<file path="src/rtl/asteroid_move_ctrl_pkg.sv">
`default_nettype none
// ============================================================================
// Package     : asteroid_pkg
// Description : Shared definitions for the asteroid position-update path.
//               Holds the movement opcodes, the position-mux select codes
//               (shared with the external position mux), the sequencer
//               state enum and the field-edge check used to decide respawn.
// Revision    : 1.0 - initial release
// ============================================================================
package asteroid_pkg;

  // Movement opcodes as stored in the low two bits of a table entry.
  // Bit 1 selects the axis (0 = X, 1 = Y); bit 0 selects the direction
  // (0 = increment, 1 = decrement).
  typedef enum logic [1:0] {
    OP_MAIS_X  = 2'b00,
    OP_MENOS_X = 2'b01,
    OP_MAIS_Y  = 2'b10,
    OP_MENOS_Y = 2'b11
  } opcode_t;

  // Position mux select codes.
  localparam logic [1:0] SEL_RANDOM = 2'b00;
  localparam logic [1:0] SEL_SOMA_X = 2'b01;
  localparam logic [1:0] SEL_SOMA_Y = 2'b10;

  // Sequencer states.
  typedef enum logic [2:0] {
    OCIOSO      = 3'd0,
    LE          = 3'd1,
    DECIDE      = 3'd2,
    ESPERA_RAND = 3'd3,
    ESCREVE     = 3'd4,
    FIM         = 3'd5
  } estado_t;

  // Widest coordinate the edge check accepts; callers zero-extend into it.
  localparam int COORD_MAX_W = 16;

  // Returns 1 when moving the coordinate in the opcode's direction would
  // leave the 0..2^n-1 field. The caller passes the coordinate of the axis
  // the opcode moves along.
  function automatic logic na_borda(
    input logic [COORD_MAX_W-1:0] coord,
    input int unsigned            n,
    input opcode_t                op
  );
    logic [COORD_MAX_W-1:0] lim;
    lim = (COORD_MAX_W'(1) << n) - COORD_MAX_W'(1);
    if (op[0]) begin
      return (coord == '0);
    end
    return (coord == lim);
  endfunction

endpackage : asteroid_pkg
`default_nettype wire

</file>
<file path="src/rtl/asteroid_move_ctrl_if.sv">
`default_nettype none
// ============================================================================
// Interface   : asteroid_move_ctrl_if
// Description : Bundles the sequencer's control, table, random-source and
//               datapath-steering signals.
//   iniciar          start-sweep pulse
//   mem_dado         table read data {x, y, opcode}, 1-cycle read latency
//   random_valid     random source outputs are stable
//   mem_endereco     table address (read and write)
//   mem_we           table write enable
//   select_mux_pos   position mux select
//   coord_atual      adder operand
//   soma_decrementa  adder mode (1 = decrement)
//   random_req       random position request
//   ocupado          sweep in progress
//   pronto           one-cycle sweep-done pulse
//   contagem_respawn respawns in the last / current sweep
//   Modport slave is the sequencer; master is its environment.
// Revision    : 1.0 - initial release
// ============================================================================
interface asteroid_move_ctrl_if #(
  parameter int N      = 4,
  parameter int ADDR_W = 3
);

  logic                iniciar;
  logic [2*N+1:0]      mem_dado;
  logic                random_valid;
  logic [ADDR_W-1:0]   mem_endereco;
  logic                mem_we;
  logic [1:0]          select_mux_pos;
  logic [N-1:0]        coord_atual;
  logic                soma_decrementa;
  logic                random_req;
  logic                ocupado;
  logic                pronto;
  logic [ADDR_W:0]     contagem_respawn;

  modport slave (
    input  iniciar,
    input  mem_dado,
    input  random_valid,
    output mem_endereco,
    output mem_we,
    output select_mux_pos,
    output coord_atual,
    output soma_decrementa,
    output random_req,
    output ocupado,
    output pronto,
    output contagem_respawn
  );

  modport master (
    output iniciar,
    output mem_dado,
    output random_valid,
    input  mem_endereco,
    input  mem_we,
    input  select_mux_pos,
    input  coord_atual,
    input  soma_decrementa,
    input  random_req,
    input  ocupado,
    input  pronto,
    input  contagem_respawn
  );

endinterface : asteroid_move_ctrl_if
`default_nettype wire

</file>
<file path="src/rtl/asteroid_move_ctrl.sv">
`default_nettype none
// ============================================================================
// Module      : asteroid_move_ctrl
// Description : Sequencer for the asteroid position-update datapath. Each
//               accepted iniciar sweeps the DEPTH-entry table: read entry,
//               decode opcode / check field edge, optionally fetch a random
//               position, then write the entry back.
//   clock    system clock, rising edge
//   reset_n  asynchronous active-low reset
//   bus      asteroid_move_ctrl_if.slave (see interface header)
// Revision    : 1.0 - initial release
// ============================================================================
module asteroid_move_ctrl
  import asteroid_pkg::*;
#(
  parameter int N      = 4,
  parameter int DEPTH  = 8,
  parameter int ADDR_W = 3
) (
  input  logic                 clock,
  input  logic                 reset_n,
  asteroid_move_ctrl_if.slave  bus
);

  localparam logic [ADDR_W-1:0] c_ultimo   = ADDR_W'(DEPTH - 1);
  localparam logic [ADDR_W-1:0] c_end_um   = ADDR_W'(1);
  localparam logic [ADDR_W:0]   c_cont_um  = (ADDR_W + 1)'(1);
  localparam int unsigned       c_n        = N;

  // Table entry fields, valid during DECIDE.
  logic [N-1:0] w_x;
  logic [N-1:0] w_y;
  opcode_t      w_op;
  logic [N-1:0] w_coord;
  logic         w_borda;

  assign w_x     = bus.mem_dado[2*N+1:N+2];
  assign w_y     = bus.mem_dado[N+1:2];
  assign w_op    = opcode_t'(bus.mem_dado[1:0]);
  assign w_coord = w_op[1] ? w_y : w_x;
  assign w_borda = na_borda(COORD_MAX_W'(w_coord), c_n, w_op);

  estado_t           r_estado;
  logic [ADDR_W-1:0] r_endereco;
  logic              r_we;
  logic [1:0]        r_sel;
  logic [N-1:0]      r_coord;
  logic              r_dec;
  logic              r_req;
  logic              r_ocupado;
  logic              r_pronto;
  logic [ADDR_W:0]   r_cont;

  // All outputs are registered: each one is set on the edge that enters
  // the state in which it must be asserted.
  always_ff @(posedge clock or negedge reset_n) begin
    if (!reset_n) begin
      r_estado   <= OCIOSO;
      r_endereco <= '0;
      r_we       <= 1'b0;
      r_sel      <= SEL_RANDOM;
      r_coord    <= '0;
      r_dec      <= 1'b0;
      r_req      <= 1'b0;
      r_ocupado  <= 1'b0;
      r_pronto   <= 1'b0;
      r_cont     <= '0;
    end else begin
      r_we     <= 1'b0;
      r_pronto <= 1'b0;
      case (r_estado)
        OCIOSO: begin
          if (bus.iniciar) begin
            r_estado   <= LE;
            r_endereco <= '0;
            r_cont     <= '0;
            r_ocupado  <= 1'b1;
          end
        end

        LE: begin
          r_estado <= DECIDE;
        end

        DECIDE: begin
          r_dec <= w_op[0];
          if (w_borda) begin
            // Respawn: the mux takes the random source, operand unused.
            r_sel    <= SEL_RANDOM;
            r_coord  <= '0;
            r_req    <= 1'b1;
            r_estado <= ESPERA_RAND;
          end else begin
            r_sel    <= w_op[1] ? SEL_SOMA_Y : SEL_SOMA_X;
            r_coord  <= w_coord;
            r_we     <= 1'b1;
            r_estado <= ESCREVE;
          end
        end

        ESPERA_RAND: begin
          // The request drops together with the write, so the random
          // source stays stable through the write cycle.
          if (bus.random_valid) begin
            r_cont   <= r_cont + c_cont_um;
            r_req    <= 1'b0;
            r_we     <= 1'b1;
            r_estado <= ESCREVE;
          end
        end

        ESCREVE: begin
          if (r_endereco == c_ultimo) begin
            r_pronto <= 1'b1;
            r_estado <= FIM;
          end else begin
            r_endereco <= r_endereco + c_end_um;
            r_estado   <= LE;
          end
        end

        FIM: begin
          r_ocupado <= 1'b0;
          r_estado  <= OCIOSO;
        end

        default: begin
          r_ocupado <= 1'b0;
          r_req     <= 1'b0;
          r_estado  <= OCIOSO;
        end
      endcase
    end
  end

  assign bus.mem_endereco     = r_endereco;
  assign bus.mem_we           = r_we;
  assign bus.select_mux_pos   = r_sel;
  assign bus.coord_atual      = r_coord;
  assign bus.soma_decrementa  = r_dec;
  assign bus.random_req       = r_req;
  assign bus.ocupado          = r_ocupado;
  assign bus.pronto           = r_pronto;
  assign bus.contagem_respawn = r_cont;

endmodule : asteroid_move_ctrl
`default_nettype wire

</file>
<file path="src/flat_wrapper.sv">
// flat-port wrapper written by rule: the top's interface ports become plain ports
module asteroid_move_ctrl_flat import asteroid_pkg::*;
#(
  parameter int N      = 4,
  parameter int DEPTH  = 8,
  parameter int ADDR_W = 3
)
  (clock, reset_n, bus_iniciar, bus_mem_dado, bus_random_valid, bus_mem_endereco, bus_mem_we, bus_select_mux_pos, bus_coord_atual, bus_soma_decrementa, bus_random_req, bus_ocupado, bus_pronto, bus_contagem_respawn);
  asteroid_move_ctrl_if #(.N(N), .ADDR_W(ADDR_W)) bus_i ();
  input  logic clock;
  input  logic reset_n;
  input wire logic [$bits(bus_i.iniciar)-1:0] bus_iniciar;
  input wire logic [$bits(bus_i.mem_dado)-1:0] bus_mem_dado;
  input wire logic [$bits(bus_i.random_valid)-1:0] bus_random_valid;
  output wire logic [$bits(bus_i.mem_endereco)-1:0] bus_mem_endereco;
  output wire logic [$bits(bus_i.mem_we)-1:0] bus_mem_we;
  output wire logic [$bits(bus_i.select_mux_pos)-1:0] bus_select_mux_pos;
  output wire logic [$bits(bus_i.coord_atual)-1:0] bus_coord_atual;
  output wire logic [$bits(bus_i.soma_decrementa)-1:0] bus_soma_decrementa;
  output wire logic [$bits(bus_i.random_req)-1:0] bus_random_req;
  output wire logic [$bits(bus_i.ocupado)-1:0] bus_ocupado;
  output wire logic [$bits(bus_i.pronto)-1:0] bus_pronto;
  output wire logic [$bits(bus_i.contagem_respawn)-1:0] bus_contagem_respawn;
  assign bus_i.iniciar = bus_iniciar;
  assign bus_i.mem_dado = bus_mem_dado;
  assign bus_i.random_valid = bus_random_valid;
  assign bus_mem_endereco = bus_i.mem_endereco;
  assign bus_mem_we = bus_i.mem_we;
  assign bus_select_mux_pos = bus_i.select_mux_pos;
  assign bus_coord_atual = bus_i.coord_atual;
  assign bus_soma_decrementa = bus_i.soma_decrementa;
  assign bus_random_req = bus_i.random_req;
  assign bus_ocupado = bus_i.ocupado;
  assign bus_pronto = bus_i.pronto;
  assign bus_contagem_respawn = bus_i.contagem_respawn;
  asteroid_move_ctrl #(.N(N), .DEPTH(DEPTH), .ADDR_W(ADDR_W)) u_core (.clock(clock), .reset_n(reset_n), .bus(bus_i));
endmodule
</file>
<file path="config.mk">
export PLATFORM = sky130hd
export DESIGN_NAME = asteroid_move_ctrl_flat
export DESIGN_NICKNAME = d
export VERILOG_FILES = /design/src/rtl/asteroid_move_ctrl_pkg.sv /design/src/rtl/asteroid_move_ctrl_if.sv /design/src/rtl/asteroid_move_ctrl.sv /design/src/flat_wrapper.sv
export SDC_FILE = /design/constraint.sdc
export NUM_CORES = 1
export LEC_CHECK = 0
export CORE_UTILIZATION = 48
export CTS_CLUSTER_SIZE = 16
export DETAILED_ROUTE_END_ITERATION = 6
export GPL_TIMING_DRIVEN = 0
export HOLD_SLACK_MARGIN = 0.02
export PLACE_DENSITY = 0.84
export SLEW_MARGIN = 20
export SYNTH_ARGS = -nofsm -noshare
export SYNTH_HDL_FRONTEND = slang
export SYNTH_SLANG_ARGS = --single-unit
</file>
<file path="constraint.sdc">
create_clock -name clock -period 4.5 [get_ports clock]
set_input_delay 0.9 -clock clock [delete_from_list [all_inputs] [get_ports clock]]
set_output_delay 0.9 -clock clock [all_outputs]
set_load 0.01 [all_outputs]
</file>
Word level (Yosys, flattened, before mapping)
Index checks and enable logic that the tools add are counted.
{ "classes": {"add_sub_neg": 2, "n_mul": 0, "n_div": 0, "magnitude_cmp": 0, "n_eq_ne": 11, "shifts": 0, "muxes": 28, "bitwise_logic": 2, "n_reduce_logical": 11} }
{ "ops": {"columns": ["cell", "count"], "rows": [
  ["$mux W3", 6],
  ["$mux W4", 4],
  ["$pmux W3 S5", 1],
  ["$mux W1", 10],
  ["$eq A3 B3 Y1 const B", 3],
  ["$reduce_and A3 Y1", 3],
  ["$pmux W4 S2", 1],
  ["$reduce_or A4 Y1", 2],
  ["$eq A3 B2 Y1 const B", 2],
  ["$ne A2 B2 Y1 const B", 3],
  ["$pmux W3 S2", 1],
  ["$add A4 B1 Y4 const B", 1],
  ["$eq A4 B4 Y1 const B", 1],
  ["$logic_not A4 Y1", 1],
  ["$mux W2", 2],
  ["$pmux W1 S2", 2],
  ["$reduce_and A2 Y1", 2],
  ["$reduce_bool A2 Y1", 2],
  ["$add A3 B1 Y3 const B", 1],
  ["$eq A3 B1 Y1 const B", 1],
  ["$logic_not A3 Y1", 1],
  ["$pmux W1 S3", 1],
  ["$ne A2 B1 Y1 const B", 1],
  ["$not A1 Y1", 2]
]} }
{ "totals": {"register_bits": 21, "latchBits": 0, "ram_bits": 0, "romBits": 0, "in_bits": 14, "out_inout_bits": 18, "memories": 0} }

Longest topological paths before layout
Gate-level depths: netlist (run 1).
{ "depth": {"ltp_word": 6, "ltp_mapped": 6, "mapped_depth_nobuf": 5} }

Least setup slack after synthesis (run 1)
Ideal clock, no wire load.
{ "synth_path": {"path_kind": "input port to flip-flop", "from": "input bus_mem_dado[1]", "to": "register u_core.r_sel[1] (netlist: u_core.bus.select_mux_pos[1])", "setup_ns": 0.127, "t_arrival_ns": 2.063, "setup_slack_ns": 2.310, "stages": 6, "n_path_buf": 2, "path_cell_list": "buf_6 mux2i_1 or4_1 mux2i_1 buf_4 o21ai_0"} }
{ "synth_between": {"elab_chain_cells": 5, "word_cells_on_any_way": 7, "cone_classes": "eq/ne (1); mux (5); reduce/logical (1)"} }
{ "synth_rtl": {"columns": ["item", "line", "text"], "rows": [
  ["start, declared", "flat_wrapper.sv:13", "input wire logic [$bits(bus_i.mem_dado)-1:0] bus_mem_dado;"],
  ["$mux W4", "asteroid_move_ctrl.sv:40", "assign w_coord = w_op[1] ? w_y : w_x;"],
  ["$logic_not A4 Y1", "asteroid_move_ctrl_pkg.sv:51", "return (coord == '0);"],
  ["$mux W1", "asteroid_move_ctrl_pkg.sv:50", "if (op[0]) begin"],
  ["$mux W1", "asteroid_move_ctrl_pkg.sv:53", "return (coord == lim);"],
  ["$mux W2 (*)", "asteroid_move_ctrl.sv:87", "if (w_borda) begin"],
  ["end signal, assigned", "asteroid_move_ctrl.sv:94", "r_sel <= w_op[1] ? SEL_SOMA_Y : SEL_SOMA_X;"],
  ["end, declared", "asteroid_move_ctrl.sv:46", "logic [1:0] r_sel;"]
]} }
Every way passes the cells marked *; elsewhere a longest branch is shown, timed or not. The select of a mux whose other input is x is not followed.
A chain may end at the register's enable or synchronous reset.

Worst setup path in the final report (run 1)
{ "layout_path": {"from": "input bus_mem_dado[2]", "to": "register u_core.r_we (netlist: u_core.bus.mem_we)"} }
{ "layout_between": {"elab_chain_cells": 6, "word_cells_on_any_way": 7, "cone_classes": "eq/ne (1); mux (5); reduce/logical (1)"} }
{ "layout_rtl": {"columns": ["item", "line", "text"], "rows": [
  ["$mux W4 (*)", "asteroid_move_ctrl.sv:40", null],
  ["$logic_not A4 Y1", "asteroid_move_ctrl_pkg.sv:51", null],
  ["$mux W1", "asteroid_move_ctrl_pkg.sv:50", null],
  ["$mux W1 (*)", "asteroid_move_ctrl_pkg.sv:53", null],
  ["$mux W1 (*)", "asteroid_move_ctrl.sv:87", null],
  ["$pmux W1 S2 (*)", "asteroid_move_ctrl.sv:71", "case (r_estado)"],
  ["end signal, assigned", "asteroid_move_ctrl.sv:69", "r_we <= 1'b0;"],
  ["end signal, assigned", "asteroid_move_ctrl.sv:96", "r_we <= 1'b1;"],
  ["end signal, assigned", "asteroid_move_ctrl.sv:107", "r_we <= 1'b1;"],
  ["end, declared", "asteroid_move_ctrl.sv:45", "logic r_we;"]
]} }
Marked as above.

==> results.json, run 1 <==
{
  "status": "completed",
  "grt_max_degree": 22,
  "core-area_um2": 1960,
  "worst_skew_pair.late_latency_ps": 300,
  "postLayoutCellArea_um2": 1370,
  "rows": 16,
  "yosysMostFrequentCell": "nand2_1",
  "tritoncts": "done",
  "utilization": 0.699,
  "cts.sinks": 21,
  "p_switching_uw": 265,
  "drtAntennaViolNets": 0,
  "worstPathArrival_ps": 2480,
  "power_leakage_nw": 0.630,
  "postCtsHoldBufs": 0,
  "ios": 32,
  "rsz0062_at_grt": "no",
  "gp_congestion": 0.695,
  "via_count": 873,
  "rr_startpoint": "u_core.r_estado[1]",
  "r2r_end": "u_core.bus.select_mux_pos[0]",
  "synth_edf_count": 0,
  "grt_antenna_before_repair": 0,
  "reg2reg_slack_ps": 2790,
  "finalSetupTns_ps": 0,
  "synthArstFlopShare": 1.00,
  "slew_viol_final": 0,
  "switching_share": 0.364,
  "reg2regPathDepth": 5,
  "drc": 0,
  "post_drt_via_cell_ratio": 5.42,
  "ys_top_cells_by_count": "23 x nand2_1, 21 x dfrtp_1, 10 x o21ai_0",
  "grt_usage": 0.205,
  "syn-num-nets": 117,
  "finalCriticalPeriod_ps": 2310,
  "hold_viol": 0,
  "hold_end": "u_core.bus.select_mux_pos[0]",
  "initial_utilization": 0.515,
  "layout-drive-gt1-share": 0.0522,
  "clkTransAtPathRegs_ps": 110,
  "yosys.area.top_type": "dfrtp_1",
  "htree_levels": 1,
  "synth_top_area_frac": 0.520,
  "io_buffers": 30,
  "first_pass_iters": 4,
  "ys_warn_count": 0,
  "synth_top_cells_by_area": "dfrtp_1 52%, nand2_1 8.5%, mux2i_1 5.0%",
  "dieArea_um2": 2290,
  "pre_cts_slack_ps": 1870,
  "combPwrFrac": 0.464,
  "cts_resized": 0,
  "n_fill_cell": 164,
  "synth-main-ff-cell": "dfrtp_1",
  "clkPwrFrac": 0.122,
  "hold_path.class": "flip-flop to flip-flop",
  "crit_type": "input pin to flip-flop",
  "min_from": "u_core.bus.select_mux_pos[0]",
  "syn-mean-instance-area_um2": 10.1,
  "routed_wl_um": 2050,
  "maxSlewHeadroom": 0.391,
  "internal_power_uw": 463,
  "area_growth_pct": 35.6,
  "cellPowerDensity_nw_per_um2": 531,
  "dp_hpwl_um": 1530,
  "fmax_mhz": 433,
  "synth_seq_cells": 21,
  "setup_violations": 0,
  "overflow": 0,
  "root_buffer": "clkbuf_4",
  "numCtsBuffers": 3,
  "tightest_slew_ps": 910,
  "hold_path_depth": 2,
  "worstPathMaxFanout": 10,
  "finalNetCount": 152,
  "grt_pass1_wl_um": 3220,
  "worst_slack_ps": 2190,
  "ir_drop_mv": 0.279,
  "period_share": 0.513,
  "cap_violations": 0,
  "syn_area_um2": 1010,
  "ys_seq_area_frac": 0.520,
  "wl_per_cell_um": 12.7,
  "crit_required_ps": 4670,
  "yosysUniqueCellTypes": 26,
  "crit_path_end_kind": "flip-flop",
  "power_frac_seq": 0.414,
  "post_cts.repair.setup_buffers": 0,
  "fp.dieH_um": 47.9,
  "place_area_um2": 1350,
  "syn_inst": 100,
  "insertedDiodeCount": 0,
  "clockBufferDepth": 2,
  "die_x_um": 47.9,
  "skew_ps": 6.78,
  "start_kind": "input pin",
  "grt_pass1_vias": 754,
  "drt_iter0_drc": 12
}
-- final cells by class --
type / instances / area [um^2] / share of cell area
tap: 27 / 33.8 / 0.0246
sequential: 21 / 526 / 0.383
timing repair buffer: 30 / 300 / 0.219
clock buffer: 4 / 26.3 / 0.0192
multi-input combinational: 73 / 450 / 0.328
buffer: 6 / 35.0 / 0.0255
-- registers in the layout, summed over array words and instances (netlist names) --
| signal | count |
|---|---|
| u_core.bus.contagem_respawn | 4 |
| u_core.bus.coord_atual | 4 |
| u_core.bus.mem_endereco | 3 |
| u_core.bus.mem_we | 1 |
| u_core.bus.ocupado | 1 |
| u_core.bus.pronto | 1 |
| u_core.bus.random_req | 1 |
| u_core.bus.select_mux_pos | 2 |
| u_core.bus.soma_decrementa | 1 |
| u_core.r_estado | 3 |
-- kinds of logic after synthesis --
logic type	synth area share
AOI/OAI and AO/OA	0.157
xor gates and xnor gates	0.0173
adders and majority gates	0.0371
buffers and inverters	0.0346
DFF	0.520
muxes	0.0495
and+or+nand+nor	0.184
-- critical path, stage by stage --
cell and delay, ps:
clkdlybuf4s50_1 450, mux2i_1 100, or4_1 550, mux2i_1 190
buf_4 200, o21ai_0 80
-- cell usage in the layout (no fill, tap or decap) --
master            n
nor4_1            1
o21ai_0          10
nor3b_1           1
buf_2             1
buf_4             1
nor2b_1           1
nor2_1            4
a22o_1            5
mux2i_1           5
buf_6             1
nand3b_1          1
or4_1             1
clkbuf_4          3
and3_1            1
ha_1              3
nand4_1           1
or3b_2            1
clkdlybuf4s50_1  30
nor4b_1           1
xor2_1            2
clkbuf_1          4
nand2_1          23
and4b_1           1
a21o_1            3
a21oi_1           1
nand3_1           2
dfrtp_1          21
o31ai_1           5
-- per-stage QoR --
stage	instances	power (mW)	hold slack, ps
finish	161	0.728	488
global route	161	0.786	529
CTS	161	0.730	495
detailed placement	157	0.643	470
global placement	157	0.628	460
floorplan	100	0.481	514
-- worst max-delay path by stage --
| stage | startpoint | end | slack (ps) | cells after the start |
|---|---|---|---|---|
| global placement | bus_mem_dado[2] | u_core.bus.mem_we | 1910 | 6 |
| CTS | bus_mem_dado[2] | u_core.bus.mem_we | 2180 | 6 |
| floorplan | bus_mem_dado[1] | u_core.bus.select_mux_pos[1] | 2310 | 6 |
| detailed placement | bus_mem_dado[2] | u_core.bus.mem_we | 1870 | 6 |
| finish | bus_mem_dado[2] | u_core.bus.mem_we | 2190 | 6 |
| global route | bus_mem_dado[5] | u_core.bus.mem_we | 2120 | 6 |
-- power by group through the flow --
stage	logic [mW]	clock network [mW]	registers, mW
3_3_place_gp	0.327	0	0.301
6_report	0.337	0.0891	0.301
2_1_floorplan	0.159	0	0.322
4_1_cts	0.341	0.0887	0.301
3_5_place_dp	0.339	0	0.304
5_1_grt	0.375	0.0999	0.311
-- routing by layer --
layer  share of wire  GRT usage  wire length [um]
met1            0.45      0.254               923
met2            0.49      0.338              1000
met3           0.045     0.0453                93
met4           0.015     0.0944                31
met5               0          0                 0
Power figures use the tool's default switching activity.
==> run 2, diff against run 1 <==
Settings changed: CORE_UTILIZATION 48 to 45, PLACE_DENSITY 0.84 to 0.8.
Clock period 4.5 ns to 2.23 ns, I/O delays scaled along.
==> run 2 against run 1 <==
  * Flip-flop and latch count unchanged
  * Sequential power grew 100%
  * Cell count unchanged
  * Routed wire length increased by 2.0%
  * Die area grew 6.4%
  * Design area did not move
  * Non-clock buffer count unchanged
  * Worst hold slack worse by 150 ps
  * Via count increased by 0.46%
  * Combinational power grew 100%
  * Count of clock-buffer cells in the layout did not move
  * Critical endpoint unchanged
==> results.json, run 2 (synthesis results as in run 1) <==
{
  "ir_drop_mv": 0.594,
  "p_switching_uw": 539,
  "root_buffer": "clkbuf_4",
  "gp_congestion": 0.722,
  "clkTransAtPathRegs_ps": 120,
  "rsz0062_at_grt": "no",
  "slew_viol_final": 0,
  "cellPowerDensity_nw_per_um2": 1070,
  "grt_pass1_vias": 819,
  "worstPathArrival_ps": 1990,
  "met2_usage": 0.308,
  "post_drt_via_cell_ratio": 5.45,
  "internal_power_uw": 934,
  "postCtsHoldBufs": 0,
  "status": "completed",
  "fmax_mhz": 554,
  "crit_required_ps": 2420,
  "postLayoutCellArea_um2": 1370,
  "via_count": 877,
  "finalSetupTns_ps": 0,
  "ios": 32,
  "dieArea_um2": 2440,
  "period_share": 0.810,
  "setup_violations": 0,
  "finalCriticalPeriod_ps": 1810,
  "skew_ps": 5.09,
  "dp_hpwl_um": 1530,
  "htree_levels": 1,
  "mostFrequentLayoutCells": "30 x clkdlybuf4s50_1, 23 x nand2_1, 21 x dfrtp_1",
  "hold_viol": 0,
  "cts.sinks": 21,
  "place_area_um2": 1350,
  "drc": 0,
  "insertedDiodeCount": 0,
  "finalNetCount": 152,
  "cap_violations": 0,
  "routed_wl_um": 2090,
  "worstPathMaxFanout": 10,
  "tightest_slew_ps": 932,
  "hold_path.class": "input pin to flip-flop",
  "grt_pass1_wl_um": 3550,
  "initial_utilization": 0.495,
  "layout-drive-gt1-share": 0.0522,
  "post_cts.repair.setup_buffers": 0,
  "die_x_um": 49.4,
  "core-area_um2": 2040,
  "grt_util_met1": 0.246,
  "maxSlewHeadroom": 0.377,
  "finalPower_mw": 1.47,
  "crit_type": "input pin to flip-flop",
  "grt_antenna_before_repair": 0,
  "crit_path_end_kind": "flip-flop",
  "start_kind": "input pin",
  "tritoncts": "done",
  "clockBufferDepth": 2,
  "area_growth_pct": 35.6,
  "final_common_cell": "clkdlybuf4s50_1",
  "io_buffers": 30,
  "grt-busiest-layer": "met2",
  "numCtsBuffers": 3,
  "fp.dieH_um": 49.4,
  "power_frac_seq": 0.414,
  "grt_usage": 0.191,
  "drtAntennaViolNets": 0,
  "switching_share": 0.366,
  "worst_skew_pair.late_latency_ps": 310,
  "grtUsageMet3": 0.0312,
  "first_pass_iters": 4,
  "combPwrFrac": 0.460,
  "power_leakage_nw": 0.630,
  "wl_per_cell_um": 13.0,
  "overflow": 0,
  "clkPwrFrac": 0.126,
  "drt_iter0_drc": 11,
  "rows": 16,
  "grt_max_degree": 22,
  "cts_resized": 0
}
[run 2: metal layers]
metal,routed length [um],up-vias
met1,955,420
met5,0,-
met2,984,28
met3,102,4
met4,48,0
li1,-,425
[run 2: worst paths after layout]
kind / slack (ps) / cells after the start / to / from
worst max-delay path: 420 / 6 / u_core.bus.mem_we / bus_mem_dado[2]
worst min-delay path: 340 / 2 / u_core.bus.select_mux_pos[0] / bus_mem_dado[1]
worst max register to register: 520 / 5 / u_core.bus.select_mux_pos[0] / u_core.r_estado[1]
worst min register to register: 500 / 2 / u_core.bus.coord_atual[0] / u_core.bus.coord_atual[0]
max in group asynchronous: 1020 / 1 / u_core.bus.mem_endereco[0] / reset_n
min in group asynchronous: 650 / 1 / u_core.bus.contagem_respawn[3] / reset_n
[run 2: power by group through the flow]
stage / Combinational [mW] / Clock [mW] / Sequential, mW
floorplan: 0.321 / 0 / 0.650
global placement: 0.664 / 0 / 0.608
detailed placement: 0.679 / 0 / 0.615
CTS: 0.682 / 0.188 / 0.609
global route: 0.748 / 0.205 / 0.631
finish: 0.678 / 0.185 / 0.610
[run 2: area by class of cell]
type / instances / area (um^2)
buffer: 6 / 35.0
clock buffer: 4 / 26.3
fill: 181 / 671
tap: 27 / 33.8
timing repair buffer: 30 / 300
sequential: 21 / 526
multi-input combinational: 73 / 450
[run 2: through the flow]
stage               utilization  hold slack (ps)  worst slack (ps)  cells
floorplan                     -              150               494    100
global placement          0.659              462              79.9    157
detailed placement        0.659              473              76.4    157
CTS                       0.672              345               414    161
global route              0.672              345               324    161
finish                    0.672              341               424    161
[run 2: worst max-delay path: stages]
cell	delay (ps)
clkdlybuf4s50_1	450
mux2i_1	100
or4_1	530
mux2i_1	180
buf_4	200
o21ai_0	90
==> run 3, diff against run 2 <==
Settings changed: CORE_UTILIZATION 45 to 40, PLACE_DENSITY 0.8 to 0.75.
Clock period 2.23 ns to 1.5 ns, I/O delays scaled along.
==> run 3 against run 2 <==
  * Core utilization increased by 0.16 points
  * Clock skew decreased by 3.2 ps
  * Design area increased by 13%
  * Count of clock-buffer cells in the layout unchanged
  * Sequential power increased by 45%
  * Worst hold slack got worse by 130 ps
  * Routed wire length increased by 13%
  * Sequential share of layout area decreased by 4.3 points
  * Largest cell class unchanged
  * Highest routed layer unchanged
==> results.json, run 3 (synthesis results as in run 1) <==
{
  "status": "completed",
  "postLayoutCellArea_um2": 1550,
  "clockBufferDepth": 2,
  "overflow": 0,
  "layout-drive-gt1-share": 0.267,
  "grt_pass1_vias": 889,
  "routed_wl_um": 2360,
  "hold_path.class": "input pin to flip-flop",
  "drc": 0,
  "grt_max_degree": 22,
  "crit_required_ps": 1750,
  "drtAntennaViolNets": 0,
  "post_drt_via_cell_ratio": 5.25,
  "switching_share": 0.377,
  "utilization": 0.673,
  "area_growth_pct": 53.0,
  "clkTransAtPathRegs_ps": 110,
  "grt_pass1_wl_um": 3730,
  "root_buffer": "clkbuf_4",
  "worst_skew_pair.late_latency_ps": 300,
  "place_area_um2": 1350,
  "power_frac_seq": 0.379,
  "maxSlewHeadroom": 0.385,
  "wl_per_cell_um": 13.3,
  "postCtsHoldBufs": 0,
  "io_buffers": 30,
  "cellPowerDensity_nw_per_um2": 1510,
  "finalNetCount": 168,
  "mostFrequentLayoutCells": "23 x nand2_1, 23 x dlygate4sd2_1, 20 x dfrtp_1",
  "worstPathArrival_ps": 1700,
  "reg2reg_slack_ps": 50,
  "p_switching_uw": 878,
  "die_x_um": 52.3,
  "n_fill_cell": 191,
  "cts.sinks": 21,
  "first_pass_iters": 4,
  "cap_violations": 0,
  "tritoncts": "done",
  "hold_viol": 0,
  "dieArea_um2": 2730,
  "pre_cts_slack_ps": -503,
  "worstPathMaxFanout": 7,
  "rows": 17,
  "via_count": 934,
  "numCtsBuffers": 3,
  "internal_power_mw": 1.45,
  "finalCriticalPeriod_ps": 1450,
  "htree_levels": 1,
  "start_kind": "flip-flop",
  "finalPower_mw": 2.33,
  "period_share": 0.968,
  "fp.dieH_um": 52.3,
  "crit_path_end_kind": "flip-flop",
  "ios": 32,
  "ir_drop_mv": 1.02,
  "drt_iter0_drc": 12,
  "power_leakage_nw": 0.826,
  "fmax_mhz": 688,
  "dp_hpwl_um": 1480,
  "skew_ps": 1.87,
  "grt_antenna_before_repair": 0,
  "insertedDiodeCount": 0,
  "clkPwrFrac": 0.117,
  "gp_congestion": 0.725,
  "combPwrFrac": 0.504,
  "tightest_slew_ps": 920,
  "crit_type": "flip-flop to flip-flop",
  "setup_violations": 0,
  "initial_utilization": 0.440,
  "grt_usage": 0.187,
  "worst_slack_ps": 47.3,
  "core-area_um2": 2300,
  "slew_viol_final": 0
}
==> run 3: cell types whose count changed in the layout (fill, tap and decap cells not counted), moves of 4 or more <==
cell / previous run / this run
buf_4: 1 / 17
o21ai_0: 10 / 6
o31ai_2: 0 / 4
o21ai_1: 0 / 4
o31ai_1: 5 / 1
dlygate4sd2_1: 0 / 23
clkdlybuf4s50_1: 30 / 4
==> run 3: path summary, 6_finish.rpt <==
kind,from,to,cells past startpoint
max in group asynchronous,reset_n,u_core.r_estado[0],1
setup reg to reg,u_core.bus.mem_endereco[1],u_core.bus.mem_endereco[0],6
hold reg to reg,u_core.bus.coord_atual[1],u_core.bus.coord_atual[1],2
hold / removal,bus_mem_dado[1],u_core.bus.select_mux_pos[0],2
min in group asynchronous,reset_n,u_core.bus.contagem_respawn[0],1
setup / recovery,u_core.bus.mem_endereco[1],u_core.bus.mem_endereco[0],6
==> run 3: critical path, cell delays in order (launching register included) <==
cell and delay [ps]:
dfrtp_1 390, buf_4 140, ha_1 190, ha_2 220, nor4_2 230, a21o_1 120, a22o_1 120
==> run 3: through the flow <==
step           setup TNS (ps)  hold WS (ps)  instances
6_report                    0           212        178
3_5_place_dp            -5710           471        158
5_1_grt                 -83.7           202        178
2_1_floorplan            -773          4.41        100
4_1_cts                     0           210        176
3_3_place_gp            -5490           463        158
==> run 3: final cells by class <==
| type | count | area (um^2) | area share |
|---|---|---|---|
| Sequential cell | 21 | 527 | 0.341 |
| Multi-Input combinational cell | 73 | 513 | 0.332 |
| Timing Repair Buffer | 47 | 404 | 0.261 |
| Buffer | 5 | 41.3 | 0.0267 |
| Tap cell | 28 | 35.0 | 0.0227 |
| Clock buffer | 4 | 26.3 | 0.0170 |
==> run 3: layer usage <==
metal  vias up  GRT usage  share of wire
met5         -          0              0
met4         0      0.105          0.014
met3         4     0.0348          0.047
met2        30      0.318           0.49
met1       441      0.219           0.45
li1        459          -              -
==> run 3: repair_timing <==
| action | CTS | global route |
|---|---|---|
| setup buffers | 14 | 2 |
| gates resized for setup | 33 | 15 |
| pin swaps | 1 | 0 |
| gates cloned | 1 | 0 |
| setup endpoints to repair | 27 | 18 |
==> run 3: power groups by stage <==
stage | Combinational, mW | Clock (mW) | Sequential (mW)
2_1_floorplan | 0.484 | 0 | 0.966
3_3_place_gp | 0.997 | 0 | 0.903
3_5_place_dp | 1.01 | 0 | 0.910
4_1_cts | 1.08 | 0.279 | 0.866
5_1_grt | 1.29 | 0.316 | 0.903
6_report | 1.17 | 0.273 | 0.883
